<file path="src/rtl/seg7_pkg_311.sv">
// rtl/seg7_pkg_311.sv - shared constants and types for the two-digit seven-segment scanner
// Segment order is {g,f,e,d,c,b,a}; PAT is active-high, pins are active-low.
package seg7_pkg_311;

    typedef enum logic {
        SLOT_UNITS = 1'b0,
        SLOT_TENS  = 1'b1
    } slot_e;

    localparam logic [6:0] SEG_BLANK = 7'h7F;
    localparam logic [1:0] AN_UNITS  = 2'b10;
    localparam logic [1:0] AN_TENS   = 2'b01;
    localparam logic [1:0] AN_OFF    = 2'b11;

    localparam logic [6:0] PAT [10] = '{
        7'h3F, 7'h06, 7'h5B, 7'h4F, 7'h66,
        7'h6D, 7'h7D, 7'h07, 7'h7F, 7'h6F
    };

endpackage

</file>
<file path="src/rtl/bcd2seg_311.sv">
// rtl/bcd2seg_311.sv - decimal digit to active-low seven-segment pattern
// Non-decimal codes 10..15 produce a dark digit rather than a garbage glyph.
module bcd2seg_311
    import seg7_pkg_311::*;
(
    input  logic [3:0] digit_i,
    output logic [6:0] seg_n_o
);

    always_comb begin
        seg_n_o = SEG_BLANK;
        if (digit_i <= 4'd9) begin
            seg_n_o = ~PAT[digit_i];
        end
    end

endmodule

</file>
<file path="src/rtl/seg7_scan_311.sv">
// rtl/seg7_scan_311.sv - samples a 0..15 count and multiplexes it onto two common-anode digits
// Decimal point on the units digit lights while the counter counts up.
module seg7_scan_311
    import seg7_pkg_311::*;
#(
    parameter int REFRESH_DIV = 50000,
    parameter bit BLANK_LZ    = 1'b1
) (
    input  logic       clk_311,
    input  logic       reset_311,
    input  logic [3:0] count_in_311,
    input  logic       ud_in_311,
    input  logic       hold_311,
    output logic [6:0] seg_311,
    output logic [1:0] an_311,
    output logic       dp_311
);

    localparam int                 DIV_W    = (REFRESH_DIV > 1) ? $clog2(REFRESH_DIV) : 1;
    localparam logic [DIV_W-1:0]   DIV_LAST = DIV_W'(REFRESH_DIV - 1);

    logic [3:0]       val_q, val_d;
    logic             ud_q, ud_d;
    logic [DIV_W-1:0] div_q, div_d;
    slot_e            sel_q, sel_d;
    logic [6:0]       seg_q, seg_d;
    logic [1:0]       an_q, an_d;
    logic             dp_q, dp_d;

    logic             tick;
    logic             tens;
    logic [3:0]       units;
    logic [3:0]       digit;
    logic [6:0]       dec_seg;

    // The counter changes on negedge, so its value is stable by the posedge we sample on.
    always_comb begin
        val_d = val_q;
        ud_d  = ud_q;
        if (!hold_311) begin
            val_d = count_in_311;
            ud_d  = ud_in_311;
        end
    end

    assign tick  = (div_q == DIV_LAST);
    assign div_d = tick ? '0 : div_q + DIV_W'(1);

    always_comb begin
        sel_d = sel_q;
        if (tick) begin
            sel_d = (sel_q == SLOT_UNITS) ? SLOT_TENS : SLOT_UNITS;
        end
    end

    assign tens  = (val_q >= 4'd10);
    assign units = tens ? (val_q - 4'd10) : val_q;
    assign digit = (sel_q == SLOT_TENS) ? {3'b000, tens} : units;

    bcd2seg_311 u_dec (
        .digit_i (digit),
        .seg_n_o (dec_seg)
    );

    always_comb begin
        an_d  = AN_UNITS;
        seg_d = dec_seg;
        dp_d  = ~ud_q;
        if (sel_q == SLOT_TENS) begin
            an_d = AN_TENS;
            dp_d = 1'b1;
            if (BLANK_LZ && !tens) begin
                seg_d = SEG_BLANK;
            end
        end
    end

    always_ff @(posedge clk_311) begin
        if (reset_311) begin
            val_q <= '0;
            ud_q  <= 1'b0;
            div_q <= '0;
            sel_q <= SLOT_UNITS;
            seg_q <= SEG_BLANK;
            an_q  <= AN_OFF;
            dp_q  <= 1'b1;
        end else begin
            val_q <= val_d;
            ud_q  <= ud_d;
            div_q <= div_d;
            sel_q <= sel_d;
            seg_q <= seg_d;
            an_q  <= an_d;
            dp_q  <= dp_d;
        end
    end

    assign seg_311 = seg_q;
    assign an_311  = an_q;
    assign dp_311  = dp_q;

endmodule

</file>
<file path="config.mk">
export PLATFORM = sky130hd
export DESIGN_NAME = seg7_scan_311
export DESIGN_NICKNAME = d
export VERILOG_FILES = /design/src/rtl/seg7_pkg_311.sv /design/src/rtl/bcd2seg_311.sv /design/src/rtl/seg7_scan_311.sv
export SDC_FILE = /design/constraint.sdc
export NUM_CORES = 1
export LEC_CHECK = 0
export BUFFER_PORTS_ARGS = -buffer_cell sky130_fd_sc_hd__buf_2
export CAP_MARGIN = 20
export CORE_MARGIN = 2
export CORE_UTILIZATION = 32
export CTS_BUF_LIST = sky130_fd_sc_hd__clkbuf_16
export DETAILED_ROUTE_END_ITERATION = 16
export GPL_ROUTABILITY_DRIVEN = 0
export GPL_TIMING_DRIVEN = 0
export SYNTH_ARGS = -nofsm -noshare
export SYNTH_HDL_FRONTEND = slang
export SYNTH_HIERARCHICAL = 1
export SYNTH_SLANG_ARGS = --single-unit
</file>
<file path="constraint.sdc">
create_clock -name clk_311 -period 2.1 [get_ports clk_311]
set_clock_uncertainty 0.05 [all_clocks]
set_input_delay 0.21 -clock clk_311 [delete_from_list [all_inputs] [get_ports clk_311]]
set_output_delay 0.21 -clock clk_311 [all_outputs]
set_load 0.05 [all_outputs]
</file>
==> reports/summary.txt <==
run status - finished, final reports clean
Mean Syn Cell Area - 9.11 µm²
Worst Path Arrival - 2090 ps
core footprint - 4660 µm²
Top-Level Pins - 18
global-route wire length before repair - 4530 µm
multi-input logic area - 803 µm²
cell area after layout - 1840 µm²
DR vias/cell - 4.55
Post-synth EDFFs - 0
CP Capture Type - register
Initial Utilization - 32.6%
CTS Sinks - 32
final period utilization - 91.6%
Setup CP Type - reg2reg
HPWL after detailed placement - 1860 µm
final hold slack - 116 ps
DR DRC count - 0
Slew @ Worst Pin - 575 ps
Setup WS post-layout - 177 ps
layout cells sized above 1 - 16.2%
Starting DRT DRC Count - 36
placed inst area - 1670 µm²
FF-to-FF End - seg_311[5]$_SDFF_PP1_
Slew Limit Fails - 0
R2R Path Start - val_q[3]$_SDFFE_PP0N_
post-synthesis cell area - 1520 µm²
setup_tns - 0 ps
worst slack, placed - -75.1 ps
commonest non-fill, non-tap cell in the layout - dfxtp_1
Root Buffer - clkbuf_16
CTS max path bufs - 2
vias in the first global route - 1032
Die H - 73.0 µm
Row Count - 25
Syn Inst Count - 167
All-Layer GR Usage - 11.1%
r2r setup slk - 180 ps
Required @ worst endpoint - 2260 ps
final cell count without fillers - 245
Die X - 73.0 µm
Worst-Skew Late Latency - 270 ps
hold path cells - 3
most frequent cells in the layout - dfxtp_1, nor2_1, buf_2, nand2b_1
hold endpoint - val_q[3]$_SDFFE_PP0N_
register area share after synthesis - 42.1%
final layout net count - 206
hold_sp - count_in_311[3]
Worst Reg2Reg Path Length in Cells - 8
CTS Buf Count - 5
Synth Flop Type - dfxtp_1
initial antenna violation count - 0
Max VDD drop - 0.531 mV
Synth warnings - 6
Mapped Nets - 183
count of final setup violators - 0
Area Growth Syn to Fin - 21.2%
RSZ-0062 raised after global routing - false
unique cell type count in the Yosys netlist - 33
fmax - 520 MHz
FFs w/ async S/R, synth - 0%
H-Tree Level Count - 2
Max FO, Critical Path - 7
Synth Register Bits - 32
power per standard cell area - 895 nW/µm²
Tightest Hold Check Type - in2reg
register area - 641 µm²
GRT overflow - 0
final hold violation count - 0
Slew headroom - 61.7%
max cap viols - 0
CTS tree - done
fillers - 470
cell total after placement - 237
IO buf count - 16
hold_buf cts - 0
largest net degree at the start of global routing - 11
minimum clock period - 1920 ps
final wirelength - 2570 µm
ant diodes - 0
First-pass DRT Iterations - 4
vias - 1115
Post-DRT Antenna Nets - 0
WL/cell - 10.5 µm
leakage - 0.000732 µW
CTS clk-pin slew, worst paths - 50 ps
crit start category - register
die area - 5320 µm²
flip-flops by register name, summed over array words and instances (netlist names):
register / cells
val_q: 4
ud_q: 1
sel_q: 1
seg_311: 7
div_q: 16
an_311: 2
dp_311: 1
Yosys cell counts, types with 3 or more instances:
master     n  area, µm²
dfxtp_1   32        641
xor2_1     5       43.8
inv_1      8       30.0
ha_1       8        100
nor4_1     3       18.8
xnor2_1    9       78.8
nand4_1    4       25.0
nor2_1    26       97.6
clkbuf_1   5       18.8
a21oi_1    6       30.0
mux2i_1    8       80.1
nand2b_1  10       62.6
nand3_1    8       40.0
nand2_1    9       33.8
routing by layer:
layer  share of wire [%]  vias to the layer above  global-route usage (%)
met5                   0                        -                       0
met4                 2.9                        0                    6.79
met3                 3.5                        5                    2.49
met2                  43                       19                    16.8
met1                  50                      484                    14.4
li1                    -                      607                       -
how the worst max path moves through the flow:
stage,startpoint,end,slack [ps],depth (start not counted)
finish,val_q[3]$_SDFFE_PP0N_,seg_311[5]$_SDFF_PP1_,180,8
global route,val_q[3]$_SDFFE_PP0N_,seg_311[5]$_SDFF_PP1_,30,8
CTS,val_q[3]$_SDFFE_PP0N_,seg_311[5]$_SDFF_PP1_,100,8
detailed placement,sel_q$_SDFFE_PP0N_,seg_311[5]$_SDFF_PP1_,-80,8
global placement,sel_q$_SDFFE_PP0N_,seg_311[5]$_SDFF_PP1_,-40,8
floorplan,sel_q$_SDFFE_PP0N_,seg_311[5]$_SDFF_PP1_,170,8
layout make-up:
class                      instances  share of cell area (%)
clock inverter                     3                    2.04
buffer                             7                    2.85
multi-input combinational        119                    43.6
clock buffer                       5                    6.78
sequential                        32                    34.7
inverter                           8                    1.63
timing repair buffer              17                    4.75
tap                               54                    3.66
what timing repair did:
| item | in CTS | in global routing |
|---|---|---|
| setup buffers | 0 | 1 |
| endpoints found under the setup margin | 3 | 4 |
| resized for setup | 1 | 1 |
| hold endpoints to repair | 0 | 0 |
stage by stage:
step	power (µW)	utilization, %
4_1_cts	1670	39.3
2_1_floorplan	824	-
3_3_place_gp	862	35.8
3_5_place_dp	863	35.8
6_report	1650	39.6
5_1_grt	1720	39.6
critical path, cell delays in order, from the launching register on:
cell	delay, ps
dfxtp_1	430
o21ai_0	180
mux2i_2	220
inv_1	130
ha_1	240
o21ba_4	240
nand2b_1	170
o31ai_1	80
nand2b_1	120
logic make-up after synthesis:
| family | after synthesis | share of synthesized area (%) |
|---|---|---|
| flops | 32 | 42.1 |
| simple gates | 74 | 25.2 |
| xor+xnor | 14 | 8.06 |
| fa+ha+maj | 8 | 6.58 |
| compound gates | 14 | 6.17 |
| mux | 9 | 6.25 |
| buf+inv | 16 | 5.67 |
power by group:
part           internal (µW)  switching, µW
logic                   78.7            126
registers                635           13.5
clock network            550            248
(Power assumes the default switching activity.)
